===== src/rtl/alu_op_sequencer.sv =====
// Multi-cycle sequencer that registers one ALU operation, holds it for a per-opcode
// execute window and captures the 64-bit result. Optional flags: `define ALU_SEQ_FLAGS_EN.
module alu_op_sequencer #(
  parameter int unsigned MUL_CYCLES = 4,
  parameter int unsigned DIV_CYCLES = 8
) (
  input  logic        clock,
  input  logic        reset,
  input  logic        req_valid,
  output logic        req_ready,
  input  logic [4:0]  req_op,
  input  logic [31:0] req_a,
  input  logic [31:0] req_b,
  output logic [31:0] alu_a,
  output logic [31:0] alu_b,
  output logic [4:0]  alu_op,
  input  logic [63:0] alu_rz,
  output logic [31:0] z_out,
  output logic [31:0] hi_out,
  output logic [31:0] lo_out,
  output logic        done,
  output logic        illegal
`ifdef ALU_SEQ_FLAGS_EN
  ,
  output logic        flag_zero,
  output logic        flag_neg
`endif
);

  localparam logic [4:0] OP_MUL = 5'b00010;
  localparam logic [4:0] OP_DIV = 5'b00011;

  typedef enum logic [1:0] {
    ST_IDLE = 2'd0,
    ST_EXEC = 2'd1,
    ST_DONE = 2'd2
  } state_t;

  state_t     state;
  state_t     state_nxt;
  logic [3:0] cnt;
  logic       accept;
  logic       last_exec;
  logic       wide_op;

  // Opcode 01010 is a hole in the encoding; everything above 01101 is unused.
  function automatic logic op_legal(input logic [4:0] op);
    logic ok;
    ok = 1'b0;
    case (op) inside
      [5'd0:5'd9], [5'd11:5'd13]: ok = 1'b1;
      default:                    ok = 1'b0;
    endcase
    return ok;
  endfunction

  function automatic logic [3:0] exec_cnt_init(input logic [4:0] op);
    logic [3:0] c;
    c = 4'd0;
    if (op == OP_MUL)      c = 4'(MUL_CYCLES - 1);
    else if (op == OP_DIV) c = 4'(DIV_CYCLES - 1);
    return c;
  endfunction

  assign accept    = (state == ST_IDLE) && req_valid;
  assign last_exec = (state == ST_EXEC) && (cnt == 4'd0);
  assign wide_op   = (alu_op == OP_MUL) || (alu_op == OP_DIV);

  // NOTE: sequential state uses non-blocking assignments so every register
  // samples pre-edge values regardless of statement order.
  always_ff @(posedge clock) begin
    if (reset) state <= ST_IDLE;
    else       state <= state_nxt;
  end

  // NOTE: default assignment first so no path leaves state_nxt unassigned,
  // which would otherwise infer a latch.
  always_comb begin
    state_nxt = state;
    case (state)
      ST_IDLE: if (req_valid) state_nxt = op_legal(req_op) ? ST_EXEC : ST_DONE;
      ST_EXEC: if (cnt == 4'd0) state_nxt = ST_DONE;
      ST_DONE: state_nxt = ST_IDLE;
      default: state_nxt = ST_IDLE;
    endcase
  end

  always_comb begin
    req_ready = (state == ST_IDLE);
    done      = (state == ST_DONE);
  end

  // Operand, counter and result registers; all cleared by reset so an aborted
  // operation leaves nothing visible.
  always_ff @(posedge clock) begin
    if (reset) begin
      alu_a   <= '0;
      alu_b   <= '0;
      alu_op  <= '0;
      cnt     <= '0;
      z_out   <= '0;
      hi_out  <= '0;
      lo_out  <= '0;
      illegal <= 1'b0;
    end else begin
      if (accept) begin
        alu_a   <= req_a;
        alu_b   <= req_b;
        alu_op  <= req_op;
        cnt     <= exec_cnt_init(req_op);
        illegal <= ~op_legal(req_op);
      end
      if (state == ST_EXEC && cnt != 4'd0) cnt <= cnt - 4'd1;
      if (last_exec) begin
        if (wide_op) begin
          hi_out <= alu_rz[63:32];
          lo_out <= alu_rz[31:0];
        end else begin
          z_out  <= alu_rz[31:0];
        end
      end
      if (state == ST_DONE) illegal <= 1'b0;
    end
  end

`ifdef ALU_SEQ_FLAGS_EN
  // Flags follow the width of the captured result.
  always_ff @(posedge clock) begin
    if (reset) begin
      flag_zero <= 1'b0;
      flag_neg  <= 1'b0;
    end else if (last_exec) begin
      if (wide_op) begin
        flag_zero <= (alu_rz == 64'd0);
        flag_neg  <= alu_rz[63];
      end else begin
        flag_zero <= (alu_rz[31:0] == 32'd0);
        flag_neg  <= alu_rz[31];
      end
    end
  end
`endif

endmodule


===== config.mk =====
export PLATFORM = sky130hd
export DESIGN_NAME = alu_op_sequencer
export DESIGN_NICKNAME = d
export VERILOG_FILES = /design/src/rtl/alu_op_sequencer.sv
export SDC_FILE = /design/constraint.sdc
export NUM_CORES = 1
export LEC_CHECK = 0
export CAP_MARGIN = 40
export CORE_MARGIN = 2
export CORE_UTILIZATION = 40
export DETAILED_ROUTE_END_ITERATION = 7
export GPL_TIMING_DRIVEN = 0
export PLACE_DENSITY = 0.79
export SYNTH_ARGS = -nofsm -noshare
export SYNTH_HDL_FRONTEND = slang
export SYNTH_SLANG_ARGS = --single-unit

===== constraint.sdc =====
create_clock -name clock -period 2.2 [get_ports clock]
set_input_delay 0.22 -clock clock [delete_from_list [all_inputs] [get_ports clock]]
set_output_delay 0.22 -clock clock [all_outputs]
set_load 0.005 [all_outputs]

==> run summary <==
Worst Setup Start Kind = flip-flop
Post-synthesis sequential area ratio = 55.0%
Largest net degree at the start of global routing = 17
# DRC = 0
Cells after synthesis = 766
Maximum capacitance violations = 0
TritonCTS Buffers = 17
RSZ-0062 raised after global routing = false
First-pass GRT wire length = 30700 um
Die width = 129 um
Vias per inst = 4.75
Dominant cell type by area after synthesis = dfxtp_1
Layout cells sized above 1 = 10.4%
Clk root buf = clkbuf_16
Antenna diodes = 0
Post-DP Area = 0.00955 sq mm
Yosys reg bits = 172
Warnings from Yosys = 0
WL per Instance = 15.3 um
Data arrival time of the critical path = 2.23 ns
Hold Crit Class = in2reg
# port buffers = 302
Gr usage total = 23.8%
TritonCTS clock tree = built
Peak fanout along the critical path = 10
Crit path kind = reg2reg
Worst setup EP type = flip-flop
Total grt overflow = 0
Worst vdd ir = 0.000536 V
Critical-path cell list = inv_1 -> ha_1 -> nor3b_2 -> nand3_2 -> clkbuf_1 -> nand2_1 -> a21oi_1
CTS max path bufs = 2
Post-route cell area = 0.0101 sq mm
Postcts setup bufs = 0
Outcome = complete, no violations
Fin crit share = 88.6%
Largest cells by area after synthesis = dfxtp_1, nand2_1, a21oi_1
Fin crit period = 1.95 ns
Final core utilization = 66.4%
H-tree Lvls = 4
Initial DRT Pass Iterations = 6
Final Skew = 0.00636 ns
Most common cell in the netlist = nand2_1
Final Setup Violations = 0
Remaining antenna violation count = 0
Synth cell types = 33
Hold Fails Final Rpt = 0
Num rows = 45
Starting Density = 41.0%
Delay-heaviest family, CP = simple AND/OR/NAND/NOR gates
WL final = 20100 um
Cell Area, Synth = 0.00626 sq mm
Vias in the first global route = 5822
Syn Area/Cell = 8.17 sq um
Req. time, crit path = 2.48 ns
Final Slew Violations = 0
FF-to-FF setup slack = 0.25 ns
Layout area overhead = 61.8%
Post-synth top cells = nand2_1, dfxtp_1, a21oi_1, clkbuf_1
First DRT Iteration DRCs = 270
Buf+Inv Stages, Crit Path = 2
# IOs = 304
CP max stage delay = 0.34 ns
Cell leakage power = 3.51 nW
Slew Limit Headroom = 51.4%
Synth Flop Type = dfxtp_1
Post-synthesis net count = 903
Hold_ws = 0.334 ns
Worst-Skew Late Latency = 0.42 ns
Number of enable flip-flop cells after synthesis = 0
Max Clock Freq = 513 MHz
Crit-path slowest cell = clkbuf_1
Initial antenna violation count = 0
Area occupied by registers = 0.00344 sq mm
Placer Congestion = 0.804
Share of the synthesized area in the top cell type = 55.0%
Die area = 0.0167 sq mm
Via count = 6222
Slew @ Worst Pin = 0.729 ns
Layout fillers = 1298
Area of the multi-input gates = 0.00254 sq mm
Die H = 129 um
Power Dens Cells = 700 mW/mm^2
Nets = 1224
# clock sinks = 172
Asr flop ratio synth = 0%
Hpwl dp = 15000 um
CORE AREA = 0.0153 sq mm
CTS clk-pin slew, worst paths = 0.07 ns
Hold Buf Count CTS = 0
-- logic make-up after synthesis --
kind of cell / count (synthesis) / share of synthesized area [%]
AND/OR/NAND/NOR: 361 / 24.1
AO/OA/AOI/OAI: 174 / 16.0
flip-flops: 172 / 55.0
buffers and inverters: 57 / 4.56
XOR/XNOR: 1 / 0.140
adder cells (fa/ha/maj): 1 / 0.200
-- area by class of cell --
type	count	share of cell area [%]
timing repair buffer	302	29.9
buffer	55	2.74
clock buffer	20	4.51
multi-input combinational	537	25.1
sequential	172	34.0
clock inverter	12	1.12
inverter	2	0.0741
tap	211	2.61
-- worst min-delay path: cells and delay by family --
kind / cells / cell delay (ns)
and+or+nand+nor: 1 / 0.05
buffers and inverters: 1 / 0.39
AOI/OAI and AO/OA: 1 / 0.05
-- sequential cells by signal, indices dropped and copies added, names as in the netlist --
| register | count |
|---|---|
| cnt | 4 |
| state | 2 |
| alu_b | 32 |
| hi_out | 32 |
| lo_out | 32 |
| alu_a | 32 |
| z_out | 32 |
| alu_op | 5 |
| illegal | 1 |
-- report_power, final --
group          switching [mW]  internal (mW)
clock network            1.28           1.63
registers              0.0640           3.23
logic                   0.380          0.507
total                    1.73           5.36
-- final timing paths --
check	start	cells past startpoint	endpoint
worst max register to register	cnt[0]	7	hi_out[29]
worst min register to register	hi_out[26]	2	hi_out[26]
worst max-delay path	cnt[0]	7	hi_out[29]
worst min-delay path	req_a[14]	3	alu_a[14]
-- layer usage --
layer  wire length [um]  vias up  GRT usage, %
met5                  0        -             0
met4                363        0          7.54
met3               1970       27          9.50
met2               9780      248          40.9
met1               7950     2828          27.2
li1                   -     3119             -
-- metrics by stage --
step	setup WS, ns	std cells	power (mW)	setup TNS [ns]
after floorplan	0.428	766	3.66	0
after global placement	0.0444	1279	4.24	0
after detailed placement	-0.0431	1279	4.25	-0.177
after CTS	0.0784	1311	7.15	0
after global routing	0.0819	1311	7.36	0
final	0.250	1311	7.09	0
-- cell usage in the layout, fill, tap and decap left out, types with 3 or more instances in the layout --
| cell | synthesis | layout |
|---|---|---|
| nand2_1 | 304 | 304 |
| clkdlybuf4s50_1 | 0 | 302 |
| dfxtp_1 | 172 | 172 |
| a21oi_1 | 137 | 137 |
| clkbuf_1 | 40 | 41 |
| nand2_2 | 30 | 30 |
| a21oi_2 | 30 | 30 |
| clkbuf_16 | 0 | 17 |
| buf_2 | 9 | 9 |
| nand3_1 | 6 | 5 |
| nor2_1 | 4 | 4 |
| clkinv_4 | 0 | 4 |
| or3_1 | 3 | 3 |
| buf_12 | 3 | 3 |
| a31oi_1 | 3 | 3 |
| inv_6 | 0 | 3 |
| clkinv_2 | 0 | 3 |
-- repair_timing --
| item | in CTS | in global routing |
|---|---|---|
| setup endpoints to repair | 26 | 57 |
| resized for setup | 1 | 1 |
| hold endpoints to repair | 0 | 0 |
No activity file was read; power rests on OpenSTA's default activity.
